## src/rtl/multicycle_control_if.sv

```systemverilog
// -----------------------------------------------------------------------------
// multicycle_control_if
//   Bundle of signals between the multi-cycle RV32I sequencing FSM and its
//   datapath / shared memory.
//
//   master modport : the control FSM (consumes IR fields, ALU zero, mem_ready;
//                    drives every strobe, mux select, trap, state, instret)
//   slave modport  : the datapath / memory side (the mirror image)
//
//   Fields:
//     opcode, funct3 : IR[6:0] and IR[14:12], stable from DECODE onward
//     zero           : ALU zero flag
//     mem_ready      : memory completes the current access this cycle
//     pc_write, ir_write, addr_src, mem_read, mem_write, reg_write : strobes
//     alu_src_a, alu_src_b, alu_op, result_src : mux / decoder selects
//     trap           : sticky illegal-instruction flag
//     state          : current FSM state (debug)
//     instret        : retired-instruction count
// -----------------------------------------------------------------------------
interface multicycle_control_if #(
   parameter int INSTRET_W = 32
);
   logic [6:0]           opcode;
   logic [2:0]           funct3;
   logic                 zero;
   logic                 mem_ready;

   logic                 pc_write;
   logic                 ir_write;
   logic                 addr_src;
   logic                 mem_read;
   logic                 mem_write;
   logic [1:0]           alu_src_a;
   logic [1:0]           alu_src_b;
   logic [1:0]           alu_op;
   logic [1:0]           result_src;
   logic                 reg_write;
   logic                 trap;
   logic [3:0]           state;
   logic [INSTRET_W-1:0] instret;

   modport master (
      input  opcode, funct3, zero, mem_ready,
      output pc_write, ir_write, addr_src, mem_read, mem_write,
             alu_src_a, alu_src_b, alu_op, result_src, reg_write,
             trap, state, instret
   );

   modport slave (
      output opcode, funct3, zero, mem_ready,
      input  pc_write, ir_write, addr_src, mem_read, mem_write,
             alu_src_a, alu_src_b, alu_op, result_src, reg_write,
             trap, state, instret
   );
endinterface

```

## src/rtl/multicycle_control.sv

```systemverilog
// -----------------------------------------------------------------------------
// multicycle_control
//   Main sequencing FSM of the multi-cycle RV32I core. Walks each instruction
//   through fetch, decode, execute, memory and writeback, drives the ALU
//   operand muxes and alu_op, handshakes with the shared instruction/data
//   memory via mem_ready, counts retired instructions and parks in a sticky
//   TRAP state on unsupported opcodes.
//
//   Ports:
//     clk    : single clock, rising edge
//     rst_n  : asynchronous active-low reset
//     bus    : multicycle_control_if.master (see interface for field list)
//
//   Outputs are Moore-decoded from the registered state, except ir_write and
//   pc_write in FETCH (qualified by mem_ready) and pc_write in BRANCH
//   (qualified by zero).
// -----------------------------------------------------------------------------
module multicycle_control #(
   parameter int INSTRET_W = 32
) (
   input  logic                  clk,
   input  logic                  rst_n,
   multicycle_control_if.master  bus
);

   typedef enum logic [3:0] {
      S_IDLE      = 4'd0,
      S_FETCH     = 4'd1,
      S_DECODE    = 4'd2,
      S_MEM_ADDR  = 4'd3,
      S_MEM_READ  = 4'd4,
      S_MEM_WB    = 4'd5,
      S_MEM_WRITE = 4'd6,
      S_EXEC_R    = 4'd7,
      S_EXEC_I    = 4'd8,
      S_ALU_WB    = 4'd9,
      S_BRANCH    = 4'd10,
      S_TRAP      = 4'd11
   } state_e;

   localparam logic [6:0] OP_LOAD   = 7'b0000011;
   localparam logic [6:0] OP_STORE  = 7'b0100011;
   localparam logic [6:0] OP_R      = 7'b0110011;
   localparam logic [6:0] OP_IMM    = 7'b0010011;
   localparam logic [6:0] OP_BRANCH = 7'b1100011;
   localparam logic [2:0] F3_ADDI   = 3'b000;
   localparam logic [2:0] F3_BEQ    = 3'b000;

   // Mux select encodings
   localparam logic [1:0] SRC_A_PC    = 2'b00;
   localparam logic [1:0] SRC_A_OLDPC = 2'b01;
   localparam logic [1:0] SRC_A_REGA  = 2'b10;
   localparam logic [1:0] SRC_B_REGB  = 2'b00;
   localparam logic [1:0] SRC_B_FOUR  = 2'b01;
   localparam logic [1:0] SRC_B_IMM   = 2'b10;
   localparam logic [1:0] ALU_ADD     = 2'b00;
   localparam logic [1:0] ALU_SUB     = 2'b01;
   localparam logic [1:0] ALU_RTYPE   = 2'b10;
   localparam logic [1:0] RES_ALUOUT  = 2'b00;
   localparam logic [1:0] RES_MDR     = 2'b01;
   localparam logic [1:0] RES_ALU     = 2'b10;

   state_e               state_q, state_d;
   logic [INSTRET_W-1:0] instret_q, instret_d;
   logic                 retire;

   logic       pc_write, ir_write, addr_src, mem_read, mem_write, reg_write;
   logic [1:0] alu_src_a, alu_src_b, alu_op, result_src;

   // NOTE: every signal written here gets a default before the case; a path
   // that skipped an assignment would otherwise infer a latch.
   always_comb begin
      state_d    = state_q;
      retire     = 1'b0;
      pc_write   = 1'b0;
      ir_write   = 1'b0;
      addr_src   = 1'b0;
      mem_read   = 1'b0;
      mem_write  = 1'b0;
      reg_write  = 1'b0;
      alu_src_a  = SRC_A_PC;
      alu_src_b  = SRC_B_REGB;
      alu_op     = ALU_ADD;
      result_src = RES_ALUOUT;

      unique case (state_q)
         S_IDLE: state_d = S_FETCH;

         S_FETCH: begin
            // PC <= PC + 4 is written through the direct ALU result path in
            // the same cycle the fetched word lands in IR.
            mem_read   = 1'b1;
            addr_src   = 1'b0;
            alu_src_a  = SRC_A_PC;
            alu_src_b  = SRC_B_FOUR;
            alu_op     = ALU_ADD;
            result_src = RES_ALU;
            ir_write   = bus.mem_ready;
            pc_write   = bus.mem_ready;
            if (bus.mem_ready) state_d = S_DECODE;
         end

         S_DECODE: begin
            // Speculatively compute the branch target into ALUOut.
            alu_src_a = SRC_A_OLDPC;
            alu_src_b = SRC_B_IMM;
            alu_op    = ALU_ADD;
            if (bus.opcode == OP_LOAD || bus.opcode == OP_STORE)
               state_d = S_MEM_ADDR;
            else if (bus.opcode == OP_R)
               state_d = S_EXEC_R;
            else if (bus.opcode == OP_IMM && bus.funct3 == F3_ADDI)
               state_d = S_EXEC_I;
            else if (bus.opcode == OP_BRANCH && bus.funct3 == F3_BEQ)
               state_d = S_BRANCH;
            else
               state_d = S_TRAP;
         end

         S_MEM_ADDR: begin
            alu_src_a = SRC_A_REGA;
            alu_src_b = SRC_B_IMM;
            alu_op    = ALU_ADD;
            // Only lw and sw reach this state.
            state_d   = (bus.opcode == OP_STORE) ? S_MEM_WRITE : S_MEM_READ;
         end

         S_MEM_READ: begin
            mem_read = 1'b1;
            addr_src = 1'b1;
            if (bus.mem_ready) state_d = S_MEM_WB;
         end

         S_MEM_WB: begin
            reg_write  = 1'b1;
            result_src = RES_MDR;
            retire     = 1'b1;
            state_d    = S_FETCH;
         end

         S_MEM_WRITE: begin
            mem_write = 1'b1;
            addr_src  = 1'b1;
            if (bus.mem_ready) begin
               retire  = 1'b1;
               state_d = S_FETCH;
            end
         end

         S_EXEC_R: begin
            alu_src_a = SRC_A_REGA;
            alu_src_b = SRC_B_REGB;
            alu_op    = ALU_RTYPE;
            state_d   = S_ALU_WB;
         end

         S_EXEC_I: begin
            alu_src_a = SRC_A_REGA;
            alu_src_b = SRC_B_IMM;
            alu_op    = ALU_ADD;
            state_d   = S_ALU_WB;
         end

         S_ALU_WB: begin
            reg_write  = 1'b1;
            result_src = RES_ALUOUT;
            retire     = 1'b1;
            state_d    = S_FETCH;
         end

         S_BRANCH: begin
            // Compare regA - regB; a zero result loads the target held in
            // ALUOut since DECODE.
            alu_src_a  = SRC_A_REGA;
            alu_src_b  = SRC_B_REGB;
            alu_op     = ALU_SUB;
            result_src = RES_ALUOUT;
            pc_write   = bus.zero;
            retire     = 1'b1;
            state_d    = S_FETCH;
         end

         S_TRAP: state_d = S_TRAP;

         default: state_d = S_IDLE;
      endcase

      instret_d = retire ? instret_q + INSTRET_W'(1) : instret_q;
   end

   // NOTE: sequential state uses non-blocking assignments so every flop
   // samples its _d value from before the edge.
   always_ff @(posedge clk or negedge rst_n) begin
      if (!rst_n) begin
         state_q   <= S_IDLE;
         instret_q <= '0;
      end else begin
         state_q   <= state_d;
         instret_q <= instret_d;
      end
   end

   assign bus.pc_write   = pc_write;
   assign bus.ir_write   = ir_write;
   assign bus.addr_src   = addr_src;
   assign bus.mem_read   = mem_read;
   assign bus.mem_write  = mem_write;
   assign bus.alu_src_a  = alu_src_a;
   assign bus.alu_src_b  = alu_src_b;
   assign bus.alu_op     = alu_op;
   assign bus.result_src = result_src;
   assign bus.reg_write  = reg_write;
   // TRAP is absorbing until reset, which makes the flag sticky.
   assign bus.trap       = (state_q == S_TRAP);
   assign bus.state      = state_q;
   assign bus.instret    = instret_q;

endmodule

```

## src/flat_wrapper.sv

```systemverilog
// flat-port wrapper written by rule: the top's interface ports become plain ports
module multicycle_control_flat 
#(
   parameter int INSTRET_W = 32
)
  (clk, rst_n, bus_opcode, bus_funct3, bus_zero, bus_mem_ready, bus_pc_write, bus_ir_write, bus_addr_src, bus_mem_read, bus_mem_write, bus_alu_src_a, bus_alu_src_b, bus_alu_op, bus_result_src, bus_reg_write, bus_trap, bus_state, bus_instret);
  multicycle_control_if #(.INSTRET_W(INSTRET_W)) bus_i ();
  input  logic clk;
  input  logic rst_n;
  input wire logic [$bits(bus_i.opcode)-1:0] bus_opcode;
  input wire logic [$bits(bus_i.funct3)-1:0] bus_funct3;
  input wire logic [$bits(bus_i.zero)-1:0] bus_zero;
  input wire logic [$bits(bus_i.mem_ready)-1:0] bus_mem_ready;
  output wire logic [$bits(bus_i.pc_write)-1:0] bus_pc_write;
  output wire logic [$bits(bus_i.ir_write)-1:0] bus_ir_write;
  output wire logic [$bits(bus_i.addr_src)-1:0] bus_addr_src;
  output wire logic [$bits(bus_i.mem_read)-1:0] bus_mem_read;
  output wire logic [$bits(bus_i.mem_write)-1:0] bus_mem_write;
  output wire logic [$bits(bus_i.alu_src_a)-1:0] bus_alu_src_a;
  output wire logic [$bits(bus_i.alu_src_b)-1:0] bus_alu_src_b;
  output wire logic [$bits(bus_i.alu_op)-1:0] bus_alu_op;
  output wire logic [$bits(bus_i.result_src)-1:0] bus_result_src;
  output wire logic [$bits(bus_i.reg_write)-1:0] bus_reg_write;
  output wire logic [$bits(bus_i.trap)-1:0] bus_trap;
  output wire logic [$bits(bus_i.state)-1:0] bus_state;
  output wire logic [$bits(bus_i.instret)-1:0] bus_instret;
  assign bus_i.opcode = bus_opcode;
  assign bus_i.funct3 = bus_funct3;
  assign bus_i.zero = bus_zero;
  assign bus_i.mem_ready = bus_mem_ready;
  assign bus_pc_write = bus_i.pc_write;
  assign bus_ir_write = bus_i.ir_write;
  assign bus_addr_src = bus_i.addr_src;
  assign bus_mem_read = bus_i.mem_read;
  assign bus_mem_write = bus_i.mem_write;
  assign bus_alu_src_a = bus_i.alu_src_a;
  assign bus_alu_src_b = bus_i.alu_src_b;
  assign bus_alu_op = bus_i.alu_op;
  assign bus_result_src = bus_i.result_src;
  assign bus_reg_write = bus_i.reg_write;
  assign bus_trap = bus_i.trap;
  assign bus_state = bus_i.state;
  assign bus_instret = bus_i.instret;
  multicycle_control #(.INSTRET_W(INSTRET_W)) u_core (.clk(clk), .rst_n(rst_n), .bus(bus_i));
endmodule
```

## config.mk

```make
export PLATFORM = sky130hd
export DESIGN_NAME = multicycle_control_flat
export DESIGN_NICKNAME = d
export VERILOG_FILES = /design/src/rtl/multicycle_control_if.sv /design/src/rtl/multicycle_control.sv /design/src/flat_wrapper.sv
export SDC_FILE = /design/constraint.sdc
export NUM_CORES = 1
export LEC_CHECK = 0
export CAP_MARGIN = 20
export CORE_ASPECT_RATIO = 1.4
export CORE_UTILIZATION = 40
export CTS_CLUSTER_DIAMETER = 30
export CTS_CLUSTER_SIZE = 30
export DETAILED_ROUTE_END_ITERATION = 12
export PLACE_DENSITY = 0.71
export SLEW_MARGIN = 10
export SYNTH_ARGS = -nofsm -noshare
export SYNTH_HDL_FRONTEND = slang
export SYNTH_SLANG_ARGS = --single-unit
```

## constraint.sdc

```tcl
create_clock -name clk -period 2.1 [get_ports clk]
set_clock_uncertainty 0.05 [all_clocks]
set_input_delay 0.42 -clock clk [delete_from_list [all_inputs] [get_ports clk]]
set_output_delay 0.42 -clock clk [all_outputs]
set_load 0.05 [all_outputs]
```

==> impl_metrics.py, run 1 <==
metrics = {
    "outcome": {
        "status": "completed",
    },
    "logic_synthesis": {
        "ys_async_sr_fraction_pct": 100.0,
        "synth_top_area_share_pct": 42.35,
        "syn_area_um2": 2127,
        "netlist_top_cells_area": "dfrtp_1, xor2_1, nor4_2",
        "ys.flop_type": "dfrtp_1",
        "seq_area_frac_synth_pct": 42.35,
        "yosys.area.top_type": "dfrtp_1",
        "synth_cell_types": 43,
        "post_synth.cell_area_avg_um2": 9.802,
        "synth_edf_count": 0,
        "ys_ff_latch": 36,
        "ys_warn_count": 0,
        "postSynthCellCount": 217,
        "synth.net_count": 232,
    },
    "detailed_routing": {
        "drc": 0,
        "antenna_left": 0,
        "drt-initial-drc-count": 79,
        "wl_per_cell_um": 15.52,
        "via_per_inst": 5.521,
        "num_vias": 1960,
        "drt_wl_total_um": 5510,
        "drtPass1Iterations": 4,
    },
    "min_path": {
        "min_path_type": "reg -> reg",
        "min-delay-start": "u_core.bus.instret[25]",
        "hold_path_depth": 1,
        "min_to": "u_core.bus.instret[25]",
    },
    "sta": {
        "drv_slew": 0,
        "hold_viol": 0,
        "holdWs_ns": 0.4375,
        "setup_tns_ns": 0,
        "setup_viol": 0,
        "worst_slack_ns": 0.06300,
        "fmax_ghz": 0.4909,
        "fin_crit_ns": 2.037,
        "max_slew_margin_pct": 67.00,
        "rsz0062_at_grt": "no",
        "post-route-period-util_pct": 97.00,
        "worst_slew_pin_slew_ns": 0.4935,
    },
    "worst_setup_path": {
        "cp_num_buf_inv": 1,
        "r2r_slack_ns": 0.12,
        "cp_cell_sequence": "clkdlybuf4s50_1",
        "slowest_delay_ns": 0.84,
        "worstSetupPathType": "reg -> out",
        "rr_endpoint": "u_core.bus.instret[19]",
        "worstPathArrival_ns": 1.57,
        "r2r-start": "u_core.bus.instret[11]",
        "endpoint_kind": "primary output",
        "cp-start-kind": "register",
        "crit_required_ns": 1.63,
        "crit_slowest_cell": "clkdlybuf4s50_1",
        "crit_family": "buffers and inverters",
        "ff2ff_path_depth": 5,
        "crit_fanout": 5,
    },
    "floorplanning": {
        "core_area_um2": 5159,
        "die_w_um": 63.63,
        "die-area_um2": 5617,
        "row_count": 31,
        "die_h_um": 88.28,
        "start_util_pct": 41.23,
        "ios": 65,
    },
    "clock_network": {
        "cts_made_buffers": 5,
        "cts_buffer_depth": 2,
        "clock_latency_ns": 0.29,
        "cts_root_buffer": "clkbuf_8",
        "cts_hold_buf": 0,
        "path_clk_slew_ns": 0.07,
        "tritoncts": "yes",
        "h-tree-depth": 2,
        "cts_sinks": 36,
    },
    "job": {
        "drv_cap": 0,
    },
    "finish": {
        "antenna_cells": 0,
        "drive_gt1_share_pct": 30.80,
        "layout_commonest_cell": "clkdlybuf4s50_1",
        "final_core_util_pct": 63.76,
        "final_nets": 303,
        "stdcell_count": 355,
        "syn_to_final_growth_pct": 54.65,
        "mostFrequentLayoutCells": "clkdlybuf4s50_1, xor2_1, dfrtp_1",
    },
    "global_route": {
        "overflow": 0,
        "grt_max_degree": 37,
        "grt_pass1_wl_um": 9039,
        "track_usage_pct": 20.78,
        "grt_pass1_vias": 1848,
        "antenna_found_initial": 0,
    },
    "place": {
        "gp_congestion": 0.7737,
        "pre_cts_slack_ns": -0.02585,
        "portBuffers": 64,
        "dp.cells": 341,
        "dpl.hpwl_um": 4047,
    },
    "power": {
        "p_leak_nw": 1.420,
        "peakVddDrop_mv": 0.9350,
        "p_per_area_nw_per_um2": 1223,
    },
}
power breakdown:
group	internal, mW	switching, mW	total [mW]	leakage, nW
Combinational	1.03	1.44	2.47	0.890
Sequential	0.781	0.166	0.947	0.475
Clock	0.352	0.252	0.605	0.0552
through the flow:
step	instance area [um^2]	power, mW
4_1_cts	3267	3.999
6_report	3289	4.023
3_5_place_dp	3123	3.325
5_1_grt	3289	4.221
3_3_place_gp	3123	3.304
2_1_floorplan	2257	2.417
final cells by class:
class / instances / area, um^2
clock buffers: 6 / 72.57
fillers: 423 / 1869
repair buffers: 80 / 908.4
inverters: 2 / 10.01
flip-flops and latches: 36 / 914.6
multi-input cells: 163 / 1266
well taps: 66 / 82.58
clock inverters: 2 / 35.03
cell usage after synthesis (2+ instances only):
library cell and n:
nand3_1 12, nor4b_1 5, buf_1 3, a21oi_1 5, and3_1 4, buf_2 4
o22ai_1 2, nor2_1 13, nor2b_1 6, nand4_1 8, xor2_1 26, a21o_1 2
dfrtp_1 36, nor3b_1 3, o311a_1 2, xnor2_1 7, nor4_1 4, clkbuf_1 8
nand2b_1 5, inv_1 2, nor4_2 9, and2_1 2, nor3_1 10, nand2_1 16
and4_1 5
cells by family (layout without fill, tap and decap cells):
family | Yosys count | after routing | share of synthesized area [%]
DFF | 36 | 36 | 42.35
and+or+nand+nor | 110 | 110 | 32.77
muxes | 1 | 1 | 0.4706
buffers and inverters | 18 | 90 | 3.765
xor gates and xnor gates | 33 | 33 | 13.59
AOI/OAI and AO/OA | 18 | 18 | 6.470
adders and majority gates | 1 | 1 | 0.5881
sequential cells by signal, summed over array words and instances (netlist names):
name                flops
u_core.bus.instret     32
u_core.bus.state        4
worst max-delay path by stage:
| stage | start | end | slack [ns] | depth (start not counted) |
|---|---|---|---|---|
| floorplan | u_core.bus.state[0] | bus_mem_read | -0.16 | 5 |
| global placement | bus_mem_ready | u_core.bus.instret[31] | 0.04 | 5 |
| detailed placement | bus_mem_ready | u_core.bus.instret[31] | -0.03 | 5 |
| CTS | u_core.bus.state[1] | bus_mem_read | 0.04 | 5 |
| global route | u_core.bus.state[1] | bus_mem_read | 0.004 | 5 |
| finish | u_core.bus.instret[0] | bus_instret[0] | 0.06 | 1 |
timing repair:
item / CTS / global route
gates cloned: 0 / 0
pin swaps: 0 / 0
setup endpoints to repair: 3 / 1
resized for setup: 4 / 0
setup buffers: 3 / 3
routing by layer:
metal  part of all wire (%)  global-route usage (%)  vias to the layer above
met5                      0                       0                        -
met4                    1.5                   7.438                        0
met3                    2.7                   2.835                        6
met2                     57                   39.46                       57
met1                     39                   23.53                      963
li1                       -                       -                      934
No activity file was read; power rests on OpenSTA's default activity.
==> inputs of run 2 (changes only) <==
Settings changed: CORE_ASPECT_RATIO 1.4 to not set, SETUP_SLACK_MARGIN set to 0.02.
==> run 2 against run 1 <==
Final cell count grew 2.0%. Via count is 1.9% higher. Routed wire length rose by 1.8%. Fmax is 0.69% lower. Critical path depth stayed put. Final area increased by 2.2%. Worst hold slack lost 0.017 ns. First-iteration DRC count is 51% higher. Largest power group unchanged.
==> impl_metrics.py, run 2 (synthesized netlist as in run 1, its figures left out) <==
metrics = {
    "worst_setup_path": {
        "worstPathArrival_ns": 1.58,
        "endpoint_kind": "primary output",
        "r2r-start": "u_core.bus.state[2]",
        "cp_num_buf_inv": 1,
        "crit_family": "buffers and inverters",
        "crit_fanout": 5,
        "r2r_slack_ns": 0.14,
        "cp-start-kind": "register",
        "crit_slowest_cell": "clkdlybuf4s50_1",
        "cp_cell_sequence": "clkdlybuf4s50_1",
        "crit_required_ns": 1.63,
        "rr_endpoint": "u_core.bus.instret[16]",
        "worstSetupPathType": "reg -> out",
        "ff2ff_path_depth": 6,
        "slowest_delay_ns": 0.84,
    },
    "detailed_routing": {
        "drtPass1Iterations": 4,
        "wl_met2_um": 2736,
        "dr_wl_met3_um": 250,
        "wirelength_met1_um": 2541,
        "drc": 0,
        "wl_per_cell_um": 15.49,
        "antenna_left": 0,
        "top_layer_used": "met4",
        "num_vias": 1997,
        "via_per_inst": 5.517,
        "drt_wl_total_um": 5607,
        "drt-initial-drc-count": 119,
    },
    "power": {
        "peakVddDrop_mv": 0.8441,
        "p_per_area_nw_per_um2": 1238,
        "swShare_pct": 45.67,
        "pwr-share-seq_pct": 21.8,
        "comb_power_share_pct": 62.1,
        "p_leak_nw": 1.509,
        "power_frac_clock_pct": 16.1,
        "p_switching_mw": 1.900,
        "internal_power_mw": 2.261,
        "power_mw": 4.161,
    },
    "floorplanning": {
        "die_w_um": 74.92,
        "die-area_um2": 5613,
        "start_util_pct": 41.65,
        "row_count": 26,
        "core_area_um2": 5107,
        "ios": 65,
        "die_h_um": 74.92,
    },
    "place": {
        "gp_congestion": 0.8067,
        "portBuffers": 64,
        "dpl.hpwl_um": 3873,
    },
    "sta": {
        "fin_crit_ns": 2.051,
        "setup_viol": 0,
        "fmax_ghz": 0.4876,
        "rsz0062_at_grt": "yes",
        "post-route-period-util_pct": 97.67,
        "hold_viol": 0,
        "max_slew_margin_pct": 65.42,
        "setup_tns_ns": 0,
        "drv_slew": 0,
        "worst_slew_pin_slew_ns": 0.5179,
    },
    "clock_network": {
        "cts_made_buffers": 5,
        "path_clk_slew_ns": 0.07,
        "h-tree-depth": 2,
        "cts_buffer_depth": 2,
        "tritoncts": "yes",
        "cts_sinks": 36,
        "cts_root_buffer": "clkbuf_8",
        "clock_latency_ns": 0.29,
    },
    "finish": {
        "largest_reg_flops": 32,
        "drive_gt1_share_pct": 33.56,
        "multiInputGateArea_um2": 1285,
        "syn_to_final_growth_pct": 58.06,
        "layout_commonest_cell": "clkdlybuf4s50_1",
        "mostFrequentLayoutCells": "clkdlybuf4s50_1, xor2_1, buf_4",
        "antenna_cells": 0,
        "final.fill_count": 404,
        "seqCellArea_um2": 917.1,
        "final_nets": 306,
    },
    "global_route": {
        "grt_max_degree": 37,
        "grt_pass1_wl_um": 8811,
        "grt_pass1_vias": 1806,
        "overflow": 0,
        "antenna_found_initial": 0,
        "track_usage_pct": 20.95,
    },
    "min_path": {
        "min_to": "u_core.bus.instret[31]",
        "min_path_type": "reg -> reg",
        "min-delay-start": "u_core.bus.instret[31]",
        "hold_path_depth": 1,
    },
    "outcome": {
        "status": "completed",
    },
    "job": {
        "drv_cap": 0,
    },
}
run 2: per-layer routing:
layer  vias up  global-route usage, %
met5         -                      0
met1       995                  29.19
met3         7                  4.016
li1        937                      -
met2        58                  32.63
met4         0                  7.338
run 2: metrics by stage:
| step | instance area (um^2) | util, % | hold WS, ns | cells | setup WS [ns] |
|---|---|---|---|---|---|
| after floorplan | 2265 | - | 0.07441 | 217 | -0.1588 |
| after global placement | 3126 | 61.20 | 0.4090 | 344 | 0.04644 |
| after detailed placement | 3126 | 61.20 | 0.4182 | 344 | -0.05816 |
| after CTS | 3294 | 64.50 | 0.4280 | 357 | 0.03383 |
| after global routing | 3362 | 65.83 | 0.4443 | 362 | 0.003160 |
| final | 3362 | 65.83 | 0.4207 | 362 | 0.04894 |
run 2: worst max-delay path by stage:
stage / start / endpoint / slack [ns] / cells after the start
floorplan: u_core.bus.state[0] / bus_mem_read / -0.16 / 5
global placement: bus_mem_ready / u_core.bus.instret[10] / 0.05 / 5
detailed placement: bus_mem_ready / u_core.bus.instret[10] / -0.06 / 5
CTS: u_core.bus.state[0] / bus_pc_write / 0.03 / 4
global route: u_core.bus.instret[11] / u_core.bus.instret[19] / 0.003 / 5
finish: u_core.bus.instret[27] / bus_instret[27] / 0.05 / 1
run 2: area by class of cell:
cell class	count	share of cell area, %
Sequential cell	36	27.28
Clock buffer	7	2.866
Tap cell	70	2.605
Inverter	2	0.2233
Multi-Input combinational cell	163	38.22
Timing Repair Buffer	83	27.91
Clock inverter	1	0.8932
run 2: timing repair:
action	CTS	global route
buffers inserted	5	5
setup endpoints to repair	2	8
hold buffers	0	0
resized for setup	2	7
run 2: power by group through the flow:
| stage | Clock, mW | Combinational [mW] | Sequential, mW |
|---|---|---|---|
| CTS | 0.683 | 2.49 | 0.924 |
| detailed placement | 0 | 2.37 | 0.974 |
| global route | 0.712 | 2.70 | 0.926 |
| floorplan | 0 | 1.30 | 1.12 |
| finish | 0.669 | 2.58 | 0.908 |
| global placement | 0 | 2.34 | 0.974 |
